==> config.mk <==
export PLATFORM = sky130hd
export DESIGN_NAME = fp_addsub_vseq
export DESIGN_NICKNAME = d
export VERILOG_FILES = /design/src/rtl/fp_addsub_vseq.sv
export SDC_FILE = /design/constraint.sdc
export NUM_CORES = 1
export LEC_CHECK = 0
export CELL_PAD_IN_SITES_DETAIL_PLACEMENT = 0
export CELL_PAD_IN_SITES_GLOBAL_PLACEMENT = 1
export CORE_MARGIN = 8
export CORE_UTILIZATION = 32
export DETAILED_ROUTE_END_ITERATION = 16
export GPL_TIMING_DRIVEN = 0
export PLACE_DENSITY_LB_ADDON = 0.1
export SLEW_MARGIN = 10
export SYNTH_ARGS = -nofsm -noshare
export SYNTH_HDL_FRONTEND = slang
export SYNTH_SLANG_ARGS = --single-unit
==> constraint.sdc <==
create_clock -name clk -period 2 [get_ports clk]
set_clock_uncertainty 0.05 [all_clocks]
set_input_delay 0.2 -clock clk [delete_from_list [all_inputs] [get_ports clk]]
set_output_delay 0.2 -clock clk [all_outputs]
set_load 0.005 [all_outputs]
==> src/rtl/fp_addsub_vseq.sv <==
// Sequences a shared combinational FP add/sub unit across the elements of one vector command.
// Read -> capture -> FP result register -> write; one element per cycle, stall freezes every register.
module fp_addsub_vseq #(
  parameter int VLEN_MAX = 32,
  parameter int IDX_W    = 5
) (
  input  logic             clk,
  input  logic             rst_n,
  input  logic             cmd_valid,
  output logic             cmd_ready,
  input  logic [IDX_W:0]   cmd_len,
  input  logic             cmd_sub,
  input  logic             cmd_scalar,
  input  logic [31:0]      cmd_scalar_val,
  input  logic             stall,
  output logic             rd_en,
  output logic [IDX_W-1:0] rd_idx,
  input  logic [31:0]      rd_a,
  input  logic [31:0]      rd_b,
  output logic [31:0]      fu_a,
  output logic [31:0]      fu_b,
  output logic             fu_sub,
  input  logic [31:0]      fu_y,
  output logic             wr_en,
  output logic [IDX_W-1:0] wr_idx,
  output logic [31:0]      wr_data,
  output logic             busy,
  output logic             done
);

  typedef enum logic [1:0] {IDLE, RUN, DRAIN, FIN} state_t;

  localparam logic [IDX_W:0] LEN_MAX = (IDX_W+1)'(VLEN_MAX);

  state_t           state;
  logic [IDX_W:0]   len_q;
  logic [IDX_W:0]   issue_cnt;
  logic             sub_q;
  logic             scalar_q;
  logic [31:0]      scalar_val_q;
  logic             rd_pend;
  logic [IDX_W-1:0] rd_pend_idx;
  logic             op_valid;
  logic [31:0]      op_a;
  logic [31:0]      op_b;
  logic [IDX_W-1:0] op_idx;
  logic             wr_valid;
  logic [IDX_W:0]   len_clamped;

  assign len_clamped = (cmd_len > LEN_MAX) ? LEN_MAX : cmd_len;

  assign cmd_ready = (state == IDLE);
  assign busy      = (state != IDLE);
  assign done      = (state == FIN) && !stall;
  assign rd_en     = (state == RUN) && !stall;
  assign rd_idx    = issue_cnt[IDX_W-1:0];
  assign wr_en     = wr_valid && !stall;
  assign fu_a      = op_a;
  assign fu_b      = op_b;
  assign fu_sub    = sub_q;

  always_ff @(posedge clk) begin
    if (!rst_n) begin
      state        <= IDLE;
      len_q        <= '0;
      issue_cnt    <= '0;
      sub_q        <= 1'b0;
      scalar_q     <= 1'b0;
      scalar_val_q <= '0;
      rd_pend      <= 1'b0;
      rd_pend_idx  <= '0;
      op_valid     <= 1'b0;
      op_a         <= '0;
      op_b         <= '0;
      op_idx       <= '0;
      wr_valid     <= 1'b0;
      wr_idx       <= '0;
      wr_data      <= '0;
    end else begin
      // Accept ignores stall; every other state change waits for a free cycle.
      if (state == IDLE) begin
        if (cmd_valid) begin
          len_q        <= len_clamped;
          sub_q        <= cmd_sub;
          scalar_q     <= cmd_scalar;
          scalar_val_q <= cmd_scalar_val;
          issue_cnt    <= '0;
          state        <= (len_clamped == '0) ? FIN : RUN;
        end
      end else if (!stall) begin
        case (state)
          RUN: begin
            issue_cnt <= issue_cnt + 1'b1;
            if (issue_cnt == len_q - 1'b1) state <= DRAIN;
          end
          DRAIN: if (!rd_pend && !op_valid) state <= FIN;
          FIN:   state <= IDLE;
          default: state <= IDLE;
        endcase
      end

      // The VRF holds rd_a/rd_b until the next read, so a stalled capture loses nothing.
      if (!stall) begin
        rd_pend     <= rd_en;
        rd_pend_idx <= issue_cnt[IDX_W-1:0];
        op_valid    <= rd_pend;
        if (rd_pend) begin
          op_a   <= rd_a;
          op_b   <= scalar_q ? scalar_val_q : rd_b;
          op_idx <= rd_pend_idx;
        end
        wr_valid <= op_valid;
        if (op_valid) begin
          wr_data <= fu_y;
          wr_idx  <= op_idx;
        end
      end
    end
  end

endmodule
==> After elaboration in Yosys (flattened, before gate mapping) <==
Index checks and enable logic that the tools add are counted.
Widths: inputs -> output; s select.
{ "op_classes": {"div_mod_pow": 0, "n_mux": 13, "add_sub_neg": 2, "shifts": 0, "mul": 0, "order_cmp": 1, "bitwise": 1, "reduce_logical": 16, "eq_ne": 8} }
{ "op_table": {"columns": ["operator", "n"], "rows": [
  ["$mux 32", 1],
  ["$mux 6", 5],
  ["$mux 2", 6],
  ["$add 6x1->6 const B", 1],
  ["$eq 6x6->1", 1],
  ["$gt 6x6->1 const B", 1],
  ["$logic_not 6->1", 1],
  ["$reduce_and 2->1", 3],
  ["$sub 6x1->6 const B", 1],
  ["$eq 2x2->1 const B", 2],
  ["$logic_and 1x1->1", 4],
  ["$ne 2x2->1 const B", 2],
  ["$pmux 2 s2", 1],
  ["$reduce_and 4->1", 1],
  ["$reduce_bool 2->1", 2],
  ["$logic_not 1->1", 3],
  ["$ne 3x2->1 const B", 1],
  ["$ne 3x3->1 const B", 1],
  ["$reduce_and 3->1", 1],
  ["$eq 2x1->1 const B", 1],
  ["$logic_not 2->1", 1],
  ["$not 1->1", 1]
]} }
{ "word_totals": {"romBits": 0, "in_bits": 140, "output_inout_bits": 112, "latch_bits": 0, "ram_bits": 0, "register_bits": 162, "n_memories": 0, "elab_cells": 56} }

==> Logic depth before layout (Yosys ltp) <==
Gate-level depths: netlist (run 1).
{ "depth": {"ltp_word": 6, "ltp_mapped": 9, "mapped_depth_nobuf": 7} }

==> Worst setup path before layout (run 1) <==
Ideal clock, no wire load.
{ "synth_timing": {"path_kind": "reg2reg", "from": "register state[0]", "to": "register state[0]", "synth_period_minus_slack_ns": 1.778, "slack_ns": 0.222, "t_arrival_ns": 1.656, "stages_incl_launch_ff": 10, "setup_ns": 0.072, "n_path_buf": 2, "cell_sequence": "dfxtp_1 > inv_1 > ha_1 > buf_6 > and2_1 > buf_6 > a21oi_2 > nor4_2 > a31oi_1 > mux2i_1"} }
{ "synth_between": {"elab_cells_between_ends": 11, "classes_between": "eq/ne (6); mux (3); reduce/logical (2)"} }
{ "synth_lines": {"columns": ["item", "line", "text"], "rows": [
  ["start: declaration", "35", "state_t state;"],
  ["start signal: assignment", "88", "state <= (len_clamped == '0) ? FIN : RUN;"],
  ["$logic_not 2->1 (*)", null, null],
  ["named net cmd_ready", "10", "output logic cmd_ready,"],
  ["$ne 3x3->1 (no line), or another cell as far along", null, null],
  ["$reduce_and 4->1 (no line)", null, null]
]} }
Mark *: on every way through the listed nets, which the timed path passes. The rest lies on a longest branch. The select of a mux whose other input is x is not followed.
A chain may end at the register's enable or synchronous reset.

==> Worst setup path in the final report (run 1) <==
{ "layout_timing": {"from": "register state[0]", "to": "output port done"} }
{ "layout_between": {"elab_chain_cells": 2} }
{ "layout_rtl": {"columns": ["item", "line", "text"], "rows": [
  ["$eq 2x2->1", "54", "assign done = (state == FIN) && !stall;"],
  ["$logic_and 1x1->1", "54", null],
  ["end: declaration", "28", "output logic done"]
]} }
Every way passes these cells.

==> results of run 1 <==
==> metrics by stage <==
stage               worst slack (ps)  TNS, ps  total power, W  instance area [sq um]
floorplan                      222.1        0        0.004600                   6628
global placement              -232.4    -5763        0.005517                   9468
detailed placement            -204.0    -5985        0.005525                   9468
CTS                            1.406        0        0.008877                  10080
global route                   2.500        0        0.009242                  10090
finish                         138.8        0        0.008749                  10090
==> metal layers <==
layer / wire length, um / track usage [%] / vias up
met2: 9664 / 26.73 / 170
met3: 1821 / 7.275 / 12
li1: - / - / 3021
met5: 27 / 0 / -
met4: 109 / 3.314 / 4
met1: 9726 / 20.06 / 2660
==> sequential cells by signal (all words and copies together), names as in the netlist <==
| register | count |
|---|---|
| scalar_val_q | 32 |
| issue_cnt | 6 |
| rd_pend | 1 |
| wr_idx | 5 |
| scalar_q | 1 |
| op_idx | 5 |
| fu_a | 32 |
| len_q | 6 |
| fu_sub | 1 |
| wr_data | 32 |
| fu_b | 32 |
| rd_pend_idx | 5 |
| state | 2 |
| op_valid | 1 |
| wr_valid | 1 |
==> how the worst max path moves through the flow <==
stage,cells past startpoint,end,slack [ps],start
6_report,3,done,140,state[0]$_SDFFE_PN0P_
4_1_cts,4,rd_en,1,state[1]$_SDFFE_PN0P_
3_5_place_dp,7,issue_cnt[3]$_SDFFE_PN0P_,-200,state[0]$_SDFFE_PN0P_
2_1_floorplan,9,state[0]$_SDFFE_PN0P_,220,state[0]$_SDFFE_PN0P_
3_3_place_gp,7,issue_cnt[5]$_SDFFE_PN0P_,-230,state[0]$_SDFFE_PN0P_
5_1_grt,7,issue_cnt[3]$_SDFFE_PN0P_,2,state[0]$_SDFFE_PN0P_
==> critical path, stage by stage (launching register included) <==
cell                              delay, ps
sky130_fd_sc_hd__dfxtp_2                360
sky130_fd_sc_hd__ha_1                   140
sky130_fd_sc_hd__nor2b_1                160
sky130_fd_sc_hd__clkdlybuf4s50_1        530
==> cell families (layout without fill, tap and decap cells) <==
family,Yosys count,after routing
AND/OR/NAND/NOR,307,307
flip-flops,162,162
AO/OA/AOI/OAI,160,160
buffers and inverters,66,348
multiplexers,39,39
XOR/XNOR,11,11
adder cells (fa/ha/maj),6,6
==> layout by cell type, fill, tap and decap left out, types with 3 or more instances in the layout <==
master and count:
sky130_fd_sc_hd__nor2b_1 10, sky130_fd_sc_hd__xor2_1 5, sky130_fd_sc_hd__xnor2_1 6, sky130_fd_sc_hd__buf_4 6, sky130_fd_sc_hd__o211a_1 33, sky130_fd_sc_hd__nand4_1 3
sky130_fd_sc_hd__clkbuf_1 30, sky130_fd_sc_hd__buf_2 14, sky130_fd_sc_hd__clkbuf_2 5, sky130_fd_sc_hd__mux2i_1 39, sky130_fd_sc_hd__nand2_1 266, sky130_fd_sc_hd__inv_1 5
sky130_fd_sc_hd__and2_1 3, sky130_fd_sc_hd__nor2_1 7, sky130_fd_sc_hd__buf_1 5, sky130_fd_sc_hd__a21boi_0 116, sky130_fd_sc_hd__nand3b_1 5, sky130_fd_sc_hd__clkinvlp_4 5
sky130_fd_sc_hd__nand2b_1 4, sky130_fd_sc_hd__clkdlybuf4s50_1 247, sky130_fd_sc_hd__clkbuf_16 17, sky130_fd_sc_hd__dfxtp_1 160, sky130_fd_sc_hd__ha_1 4, sky130_fd_sc_hd__inv_6 5
==> power by group through the flow <==
| stage | Combinational (W) | Sequential [W] | Clock, W |
|---|---|---|---|
| final | 0.00182 | 0.00362 | 0.00331 |
| after global routing | 0.00202 | 0.00365 | 0.00357 |
| after CTS | 0.00185 | 0.00362 | 0.00341 |
| after detailed placement | 0.00184 | 0.00369 | 0 |
| after global placement | 0.00183 | 0.00368 | 0 |
| after floorplan | 0.000937 | 0.00366 | 0 |
==> timing repair <==
item,CTS,global route
setup endpoints to repair,40,23
resized for setup,10,9
cloned,0,0
hold endpoints to repair,0,0
hold buffers,0,0
==> area by class of cell <==
| type | instances | area (sq um) |
|---|---|---|
| clock inverters | 13 | 150.1 |
| well taps | 270 | 337.8 |
| multi-input cells | 523 | 3103 |
| inverters | 5 | 18.77 |
| repair buffers | 250 | 2502 |
| plain buffers | 61 | 290.3 |
| fillers | 2012 | 10210 |
| clock buffers | 19 | 442.9 |
| flip-flops and latches | 162 | 3246 |
==> summary.txt, run 1 <==
Logic synthesis
  • Synth Area in Compound Gates: 19.20%
  • Seq cells post-synth: approximately 160
  • Library cell with the highest instance count after synthesis: sky130_fd_sc_hd__nand2_1
  • Post-synthesis instance total: 751
  • Number of warnings reported in the yosys synthesis log: 0
  • Syn avg cell area: 8.825 sq um
  • Area leader, netlist: sky130_fd_sc_hd__dfxtp_1
  • Synthesized-area fraction occupied by xor and xnor cells: 1.454%
  • Count of flip-flops with a built-in enable after synthesis: 0
  • Post-synthesis adder-cell area fraction: 1.133%
  • Cell area after technology mapping: between 6000 and 7000 sq um
  • Top cells by count, synth: 266 x sky130_fd_sc_hd__nand2_1, 162 x sky130_fd_sc_hd__dfxtp_1, 116 x sky130_fd_sc_hd__a21boi_0
  • Fraction of registers with async set/reset: 0%
  • Area share of the largest cell type after synthesis: 48.93%
  • Dominant combinational cell family by area after synthesis: compound AO/OA/AOI/OAI gates
  • Top post-synthesis cells by area: sky130_fd_sc_hd__dfxtp_1 49%, sky130_fd_sc_hd__nand2_1 15%, sky130_fd_sc_hd__a21boi_0 13%
  • Flip-flop cell with the highest count after synthesis: sky130_fd_sc_hd__dfxtp_1
  • Sequential element share of the synthesized area: between 40% and 50%
  • Mapped Nets: 897
  • Netlist cell types: 34
  • Simple-gate portion of the synthesized area: 18.86%
  • Portion of netlist area occupied by mux cells: 5.890%

Power
  • Switching share of total power: between 20 and 30%
  • Sequential cell fraction of total power: 41.4%
  • IR Drop Worst-Case VDD: ~0.57 mV
  • Combinational Power Share: 20.8%
  • Cell-internal power: 0.006291 W
  • Static leakage: just under 4 nW
  • Switching power summed over all nets: 0.002458 W
  • Cell Pwr Density: a little under 900 nW/um^2
  • Clock network fraction of total power: 37.9%

Finish
  • Fraction of layout cells with a size suffix above 1: 6.389%
  • Diodes inserted: 0
  • Non-filler cells, final: between 1k and 1.5k
  • Final design utilization: between 40% and 50%
  • Area growth from synthesis to layout: 52.26%
  • Nets@finish: approximately 1.2k

Min path
  • Type of the worst min-delay path: in -> reg
  • Hold endpoint: fu_a[7]$_SDFFE_PN0P_
  • Hold Path Origin: rd_a[7]
  • Worst hold path depth: 3

Critical path
  • Data required time of the worst path: 1750 ps
  • Crit path kind: reg -> out
  • CP startpoint kind: register
  • R2R Path Start: state[0]$_SDFFE_PN0P_
  • Worst EP arrival: between 1500 and 2000 ps
  • Worst-case reg-to-reg path depth: 7
  • Worst-path maximum fanout: 4
  • Flop2flop setup slack: 150 ps
  • Nature of the critical path endpoint: output port
  • Capture instance of the worst register-to-register path: issue_cnt[3]$_SDFFE_PN0P_

Clock tree
  • Clock latency of the later-clocked register in the worst-skew pair: 420 ps
  • Sink Count: 162
  • Clock Tree Buf Depth: 2
  • Total number of H-tree levels: 4
  • CTS clk-pin slew, worst paths: 70 ps
  • CTS tree: built
  • Total clock buffers created by CTS: 17
  • Number of post-CTS setup repair buffers: 0
  • Cell chosen for the clock root: sky130_fd_sc_hd__clkbuf_16

Placed design
  • Post-detail-place hpwl: 16.48 mm
  • Cell total after placement: 1,271
  • RePlAce Congestion: 0.7625
  • Buffers on Ports: between 200 and 300

Drt
  • Overall routed net length: ~21 mm
  • Vias per cell: 4.503
  • Per-cell routed wire length: 16.38 um
  • Via Count: 5,867
  • Pre-Repair DR Iteration Count: 4
  • Total DRC errors in the routed layout: 0
  • Number of antenna-violating nets in the routed design: 0
  • Number of violations reported at the end of detailed-routing iteration 0: 210

Floorplanning
  • # IOs: 252
  • Placeable Area: slightly above 20,000 sq um
  • Die span in y: 159.9 um
  • Starting density of the core: 32.65%
  • Die width: 159.9 um
  • Row count: 52
  • Overall die area: 25,570 sq um

Global routing
  • Maximum number of pins on one net before global-route repair: 17
  • First-pass GRT wire length: 33.59 mm
  • Number of global-route vias before repair: a little under 6k
  • Sum of overflow across all layers after global routing: 0
  • Total GRT Usage: 16.53%
  • Antenna violations before repair: 2

STA
  • Transition time at the pin with the least slew margin: 534.2 ps
  • Maximum frequency from static timing analysis: 537.3 MHz
  • Final critical path time including I/O delays and setup: approximately 1900 ps
  • Final Hold Fails: 0
  • Final-layout worst hold slack: 281.2 ps
  • Worst-case headroom to the max-slew limit: 64.39%
  • Tcrit/Tclk final: 93.06%
  • RSZ-0062 raised after global routing: no
  • Final number of setup-violating endpoints: 0
  • Final count of pins violating max slew: 0

Outcome
  • Status: complete, no violations

Flow run
  • Number of maximum-capacitance constraint violations: 0
Power figures use the tool's default switching activity.
==> run 2: changes to the inputs <==
CAP_MARGIN = 10   (was not set)
CORE_UTILIZATION = 30   (was 32)
==> run 2 against run 1 <==
  * Routed wire length grew 1.8%
  * Utilization shrank 3.3 points
  * Final area is essentially flat
  * Global-route usage shrank 0.61 points
  * Count of clock-buffer cells in the layout is the same
  * Sequential power is essentially flat
  * Worst setup slack gained 2.9 ps
==> summary.txt, run 2 (synthesis gave the netlist of run 1 again) <==
Floorplanning
  • Die width: 164.6 um (was 159.9 um)
  • Placeable Area: 21,760 sq um (was 20,300 sq um)
  • Row count: 54 (was 52)
  • Overall die area: 27,100 sq um (was 25,570 sq um)
  • Starting density of the core: 30.46% (was 32.65%)
  • # IOs: 252 (unchanged)
  • Die span in y: 164.6 um (was 159.9 um)

Finish
  • Area growth from synthesis to layout: 52.20% (was 52.26%)
  • Fraction of layout cells with a size suffix above 1: 6.486% (was 6.389%)
  • Diodes inserted: 0 (unchanged)
  • Final standard cell area without fillers: 10,090 sq um (about the same)
  • Most used cells in the layout excluding fill and tap cells: 266 x sky130_fd_sc_hd__nand2_1, 247 x sky130_fd_sc_hd__clkdlybuf4s50_1, 160 x sky130_fd_sc_hd__dfxtp_1, 116 x sky130_fd_sc_hd__a21boi_0, 39 x sky130_fd_sc_hd__mux2i_1 (unchanged)
  • Leading cell type in the layout, fill and taps excluded: sky130_fd_sc_hd__nand2_1 (unchanged)
  • Final design utilization: 46.37% (was 49.71%)
  • Nets@finish: 1,167 (was 1,166)

Flow run
  • Number of maximum-capacitance constraint violations: 0 (unchanged)

Placed design
  • Buffers on Ports: 250 (unchanged)
  • Total placed instance area: 9480 sq um (was 9468 sq um)
  • RePlAce Congestion: 0.7497 (was 0.7625)
  • Post-detail-place hpwl: 16.74 mm (was 16.48 mm)

Min path
  • Type of the worst min-delay path: in -> reg (unchanged)
  • Hold Path Origin: cmd_scalar_val[11] (was rd_a[7])
  • Worst hold path depth: 3 (unchanged)
  • Hold endpoint: scalar_val_q[11]$_SDFFE_PN0P_ (was fu_a[7]$_SDFFE_PN0P_)

Clock tree
  • CTS tree: built (unchanged)
  • Clock latency of the later-clocked register in the worst-skew pair: 420 ps (about the same)
  • Hold_buf cts: 0 (unchanged)
  • Sink Count: 162 (unchanged)
  • Clock Tree Buf Depth: 2 (unchanged)
  • Cell chosen for the clock root: sky130_fd_sc_hd__clkbuf_16 (unchanged)
  • CTS clk-pin slew, worst paths: 70 ps (about the same)
  • Total clock buffers created by CTS: 17 (unchanged)
  • Total number of H-tree levels: 4 (unchanged)

Critical path
  • Worst-case reg-to-reg path depth: 8 (was 7)
  • R2R Path Start: state[0]$_SDFFE_PN0P_ (unchanged)
  • Critical-path cell with the highest stage delay: sky130_fd_sc_hd__clkdlybuf4s50_1 (unchanged)
  • Largest delay share family, worst path: buffers and inverters (unchanged)
  • CP startpoint kind: register (unchanged)
  • Crit path kind: reg -> out (unchanged)
  • Capture instance of the worst register-to-register path: issue_cnt[5]$_SDFFE_PN0P_ (was issue_cnt[3]$_SDFFE_PN0P_)
  • List of cells traversed by the critical path: ha_1 -> nor2b_1 -> clkdlybuf4s50_1 (unchanged)
  • Worst-path maximum fanout: 4 (unchanged)
  • Largest stage delay on the critical path: 530 ps (about the same)
  • Number of buffer and inverter instances along the worst setup path: 1 (unchanged)
  • Worst EP arrival: 1610 ps (about the same)
  • Nature of the critical path endpoint: output port (unchanged)
  • Flop2flop setup slack: 160 ps (was 150 ps)
  • Data required time of the worst path: 1750 ps (about the same)

Drt
  • Per-cell routed wire length: 16.55 um (was 16.38 um)
  • Via Count: 5,866 (was 5,867)
  • Number of antenna-violating nets in the routed design: 0 (unchanged)
  • Pre-Repair DR Iteration Count: 4 (unchanged)
  • Overall routed net length: 21.74 mm (was 21.35 mm)
  • Number of violations reported at the end of detailed-routing iteration 0: 219 (was 210)
  • Total DRC errors in the routed layout: 0 (unchanged)
  • Vias per cell: 4.468 (was 4.503)

Global routing
  • Sum of overflow across all layers after global routing: 0 (unchanged)
  • Maximum number of pins on one net before global-route repair: 17 (unchanged)
  • First-pass GRT wire length: 33.55 mm (was 33.59 mm)
  • Total GRT Usage: 15.91% (was 16.53%)
  • Antenna violations before repair: 3 (was 2)
  • Number of global-route vias before repair: 5,966 (was 5,840)

Outcome
  • Status: complete, no violations (unchanged)

Power
  • Cell Pwr Density: 857.5 nW/um^2 (was 867.0 nW/um^2)
  • Static leakage: 3.908 nW (was 3.915 nW)
  • IR Drop Worst-Case VDD: 0.4710 mV (was 0.5717 mV)

STA
  • Transition time at the pin with the least slew margin: 564.8 ps (was 534.2 ps)
  • Final number of setup-violating endpoints: 0 (unchanged)
  • Maximum frequency from static timing analysis: 538.1 MHz (was 537.3 MHz)
  • Worst-case headroom to the max-slew limit: 62.35% (was 64.39%)
  • Final critical path time including I/O delays and setup: 1858 ps (was 1861 ps)
  • Final Hold Fails: 0 (unchanged)
  • Tcrit/Tclk final: 92.92% (was 93.06%)
  • RSZ-0062 raised after global routing: no (unchanged)
  • Final count of pins violating max slew: 0 (unchanged)
run 2: how the worst max path moves through the flow:
stage,start,end,slack (ps),cells past startpoint
after floorplan,state[0]$_SDFFE_PN0P_,state[0]$_SDFFE_PN0P_,220,9
after global placement,stall,fu_b[18]$_SDFFE_PN0P_,-220,6
after detailed placement,state[0]$_SDFFE_PN0P_,issue_cnt[5]$_SDFFE_PN0P_,-210,7
after CTS,state[0]$_SDFFE_PN0P_,state[1]$_SDFFE_PN0P_,40,9
after global routing,state[0]$_SDFFE_PN0P_,issue_cnt[5]$_SDFFE_PN0P_,5,7
final,state[0]$_SDFFE_PN0P_,done,140,3
run 2: what timing repair did:
| action | CTS | global route |
|---|---|---|
| endpoints found under the setup margin | 44 | 30 |
| pin swaps | 0 | 2 |
| resized for setup | 9 | 11 |
| gates cloned | 0 | 0 |
| buffers inserted | 1 | 0 |
run 2: final cells by class:
cell class,instances,area [sq um]
buffer,61,289.0
clock buffer,19,452.9
clock inverter,12,123.9
fill,2196,11670
inverter,5,18.77
multi-input combinational,523,3100
sequential,162,3246
tap,280,350.3
timing repair buffer,251,2506
run 2: power by group:
| part | switching (W) | internal (W) |
|---|---|---|
| registers | 0.000145 | 0.00347 |
| logic | 0.000899 | 0.000928 |
| clock network | 0.00141 | 0.00180 |
run 2: routing by layer:
metal | vias to the layer above | share of wire (%) | global-route usage (%)
li1 | 3023 | - | -
met1 | 2644 | 45 | 19.34
met2 | 173 | 45 | 25.48
met3 | 20 | 9.1 | 6.979
met4 | 6 | 0.82 | 3.686
met5 | - | 0.14 | 0
run 2: worst min-delay path: stages:
cell and delay [ps]:
sky130_fd_sc_hd__clkdlybuf4s50_1 390, sky130_fd_sc_hd__nand2_1 50, sky130_fd_sc_hd__a21boi_0 60
run 2: metrics by stage:
stage | hold slack, ps | worst slack, ps | power (W) | std cells | TNS (ps)
2_1_floorplan | 294.9 | 222.1 | 0.004600 | 751 | 0
3_5_place_dp | 406.2 | -210.9 | 0.005531 | 1281 | -8100
5_1_grt | 265.0 | 4.551 | 0.009158 | 1313 | 0
4_1_cts | 258.2 | 37.46 | 0.008792 | 1313 | 0
6_report | 278.2 | 141.6 | 0.008650 | 1313 | 0
3_3_place_gp | 399.7 | -217.0 | 0.005527 | 1281 | -6736
==> run 3: changes to the inputs <==
CORE_MARGIN = not set   (was 8)
==> run 3 against run 2 <==
  * Via count rose by 0.34%
  * Non-clock buffer count rose by 1
  * Critical path depth up 1
  * Die area decreased by 16%
  * Count of clock-buffer cells in the layout stayed put
  * First-iteration DRC count down 26%
  * Worst setup slack worse by 59 ps
  * Final area about the same
  * Maximum frequency down 3.1%
  * Register-to-register slack is essentially flat
  * Total power decreased by 0.17%
  * Critical endpoint unchanged
  * Highest routed layer is now met4
==> summary.txt, run 3 (synthesis gave the netlist of run 1 again) <==
Outcome
  • Status: complete, no violations (unchanged)

STA
  • Final count of pins violating max slew: 0 (unchanged)
  • Tcrit/Tclk final: 95.87% (was 92.92%)
  • RSZ-0062 raised after global routing: no (unchanged)
  • Setup slack after layout: 82.64 ps (was 141.6 ps)
  • Maximum frequency from static timing analysis: 521.6 MHz (was 538.1 MHz)
  • Final critical path time including I/O delays and setup: 1917 ps (was 1858 ps)
  • Final Hold Fails: 0 (unchanged)
  • Final number of setup-violating endpoints: 0 (unchanged)
  • Transition time at the pin with the least slew margin: 552.9 ps (was 564.8 ps)
  • Worst-case headroom to the max-slew limit: 63.14% (was 62.35%)

Drt
  • Total DRC errors in the routed layout: 0 (unchanged)
  • Vias per cell: 4.476 (was 4.468)
  • Overall routed net length: 19.93 mm (was 21.74 mm)
  • Number of violations reported at the end of detailed-routing iteration 0: 161 (was 219)
  • Via Count: 5,886 (was 5,866)
  • Per-cell routed wire length: 15.16 um (was 16.55 um)
  • Number of antenna-violating nets in the routed design: 0 (unchanged)
  • Pre-Repair DR Iteration Count: 4 (unchanged)

Global routing
  • Total GRT Usage: 17.56% (was 15.91%)
  • Sum of overflow across all layers after global routing: 0 (unchanged)
  • Maximum number of pins on one net before global-route repair: 17 (unchanged)
  • Antenna violations before repair: 1 (was 3)
  • First-pass GRT wire length: 30.37 mm (was 33.55 mm)
  • Number of global-route vias before repair: 5,625 (was 5,966)

Min path
  • Worst hold path depth: 3 (unchanged)
  • Hold Path Origin: rd_a[12] (was cmd_scalar_val[11])
  • Hold endpoint: fu_a[12]$_SDFFE_PN0P_ (was scalar_val_q[11]$_SDFFE_PN0P_)
  • Type of the worst min-delay path: in -> reg (unchanged)

Critical path
  • Nature of the critical path endpoint: output port (unchanged)
  • Worst EP arrival: 1670 ps (was 1610 ps)
  • Worst-case reg-to-reg path depth: 9 (was 8)
  • Capture instance of the worst register-to-register path: state[0]$_SDFFE_PN0P_ (was issue_cnt[5]$_SDFFE_PN0P_)
  • Crit path kind: reg -> out (unchanged)
  • Flop2flop setup slack: 150 ps (was 160 ps)
  • R2R Path Start: state[1]$_SDFFE_PN0P_ (was state[0]$_SDFFE_PN0P_)
  • CP startpoint kind: register (unchanged)
  • Worst-path maximum fanout: 4 (unchanged)
  • Data required time of the worst path: 1750 ps (about the same)

Finish
  • Most used cells in the layout excluding fill and tap cells: 266 x sky130_fd_sc_hd__nand2_1, 247 x sky130_fd_sc_hd__clkdlybuf4s50_1, 160 x sky130_fd_sc_hd__dfxtp_1, 116 x sky130_fd_sc_hd__a21boi_0, 39 x sky130_fd_sc_hd__mux2i_1 (unchanged)
  • Nets@finish: 1,168 (was 1,167)
  • Leading cell type in the layout, fill and taps excluded: sky130_fd_sc_hd__nand2_1 (unchanged)
  • Fraction of layout cells with a size suffix above 1: 6.576% (was 6.486%)
  • Area growth from synthesis to layout: 52.31% (was 52.20%)
  • Non-filler cells, final: 1,315 (was 1,313)

Clock tree
  • Clock latency of the later-clocked register in the worst-skew pair: 430 ps (was 420 ps)
  • Cell chosen for the clock root: sky130_fd_sc_hd__clkbuf_16 (unchanged)
  • CTS clk-pin slew, worst paths: 70 ps (about the same)
  • Sink Count: 162 (unchanged)
  • Total clock buffers created by CTS: 17 (unchanged)
  • Total number of H-tree levels: 4 (unchanged)
  • CTS tree: built (unchanged)
  • Clock Tree Buf Depth: 2 (unchanged)

Floorplanning
  • Die span in y: 150.6 um (was 164.6 um)
  • Row count: 54 (unchanged)
  • Starting density of the core: 30.46% (unchanged)
  • # IOs: 252 (unchanged)
  • Placeable Area: 21,760 sq um (unchanged)
  • Overall die area: 22,690 sq um (was 27,100 sq um)
  • Die width: 150.6 um (was 164.6 um)

Placed design
  • Post-detail-place hpwl: 14.95 mm (was 16.74 mm)
  • Buffers on Ports: 250 (unchanged)
  • Worst setup slack before clock tree synthesis: -199.0 ps (was -210.9 ps)
  • RePlAce Congestion: 0.7354 (was 0.7497)
  • Cell total after placement: 1,281 (unchanged)

Power
  • IR Drop Worst-Case VDD: 0.5244 mV (was 0.4710 mV)
  • Overall power consumption: 0.008635 W (was 0.008650 W)
  • Cell Pwr Density: 855.4 nW/um^2 (was 857.5 nW/um^2)
  • Static leakage: 3.916 nW (was 3.908 nW)

Flow run
  • Number of maximum-capacitance constraint violations: 0 (unchanged)
==> run 3: cell types whose count changed in the layout (fill, tap and decap cells not counted), sizes merged <==
cell,change
dlygate4sd2,-1
dlymetal6s2s,+1
buf,+1
clkinv,-1
inv,+1
diode,+1
==> run 3: layout make-up <==
class                           count  area (sq um)
Antenna cell                        1         2.502
Buffer                             61         287.8
Clock buffer                       19         442.9
Clock inverter                     12         123.9
Fill cell                        2203         11660
Inverter                            5         18.77
Multi-Input combinational cell    523          3105
Sequential cell                   162          3246
Tap cell                          280         350.3
Timing Repair Buffer              252          2517
==> run 3: critical path, stage by stage, from the launching register on <==
cell and delay, ps:
sky130_fd_sc_hd__dfxtp_2 350, sky130_fd_sc_hd__buf_4 110, sky130_fd_sc_hd__ha_1 130, sky130_fd_sc_hd__nor2b_2 150, sky130_fd_sc_hd__clkdlybuf4s50_1 510
==> run 3: repair_timing <==
action | CTS | global route
endpoints found under the setup margin | 20 | 18
hold buffers | 0 | 0
buffers inserted | 2 | 0
gates resized for setup | 8 | 12
==> run 3: stage by stage <==
step	util (%)	TNS [ps]	cell area [sq um]	hold slack, ps
after floorplan	-	0	6628	294.9
after global placement	43.58	-6573	9480	397.2
after detailed placement	43.58	-6130	9480	403.2
after CTS	46.30	0	10070	262.7
after global routing	46.39	0	10090	276.3
final	46.40	0	10090	281.7
==> run 3: worst max-delay path by stage <==
| stage | start | to | slack, ps | cells past startpoint |
|---|---|---|---|---|
| 2_1_floorplan | state[0]$_SDFFE_PN0P_ | state[0]$_SDFFE_PN0P_ | 220 | 9 |
| 3_3_place_gp | stall | fu_b[18]$_SDFFE_PN0P_ | -200 | 6 |
| 3_5_place_dp | stall | fu_b[15]$_SDFFE_PN0P_ | -200 | 6 |
| 4_1_cts | state[0]$_SDFFE_PN0P_ | done | 20 | 4 |
| 5_1_grt | state[1]$_SDFFE_PN0P_ | scalar_val_q[21]$_SDFFE_PN0P_ | 10 | 8 |
| 6_report | state[0]$_SDFFE_PN0P_ | done | 80 | 4 |
==> run 3: power breakdown <==
part / switching, W / internal (W) / leakage, nW / total [W]
clock network: 0.00142 / 0.00177 / 0.265 / 0.00319
registers: 0.000149 / 0.00347 / 1.31 / 0.00362
logic: 0.000885 / 0.000940 / 2.34 / 0.00182
==> run 3: metal layers <==
metal / global-route usage (%) / vias up / wire length, um
li1: - / 3034 / -
met1: 22.11 / 2656 / 9157
met2: 27.93 / 178 / 8792
met3: 6.212 / 18 / 1690
met4: 5.500 / 0 / 290
met5: 0 / - / 0
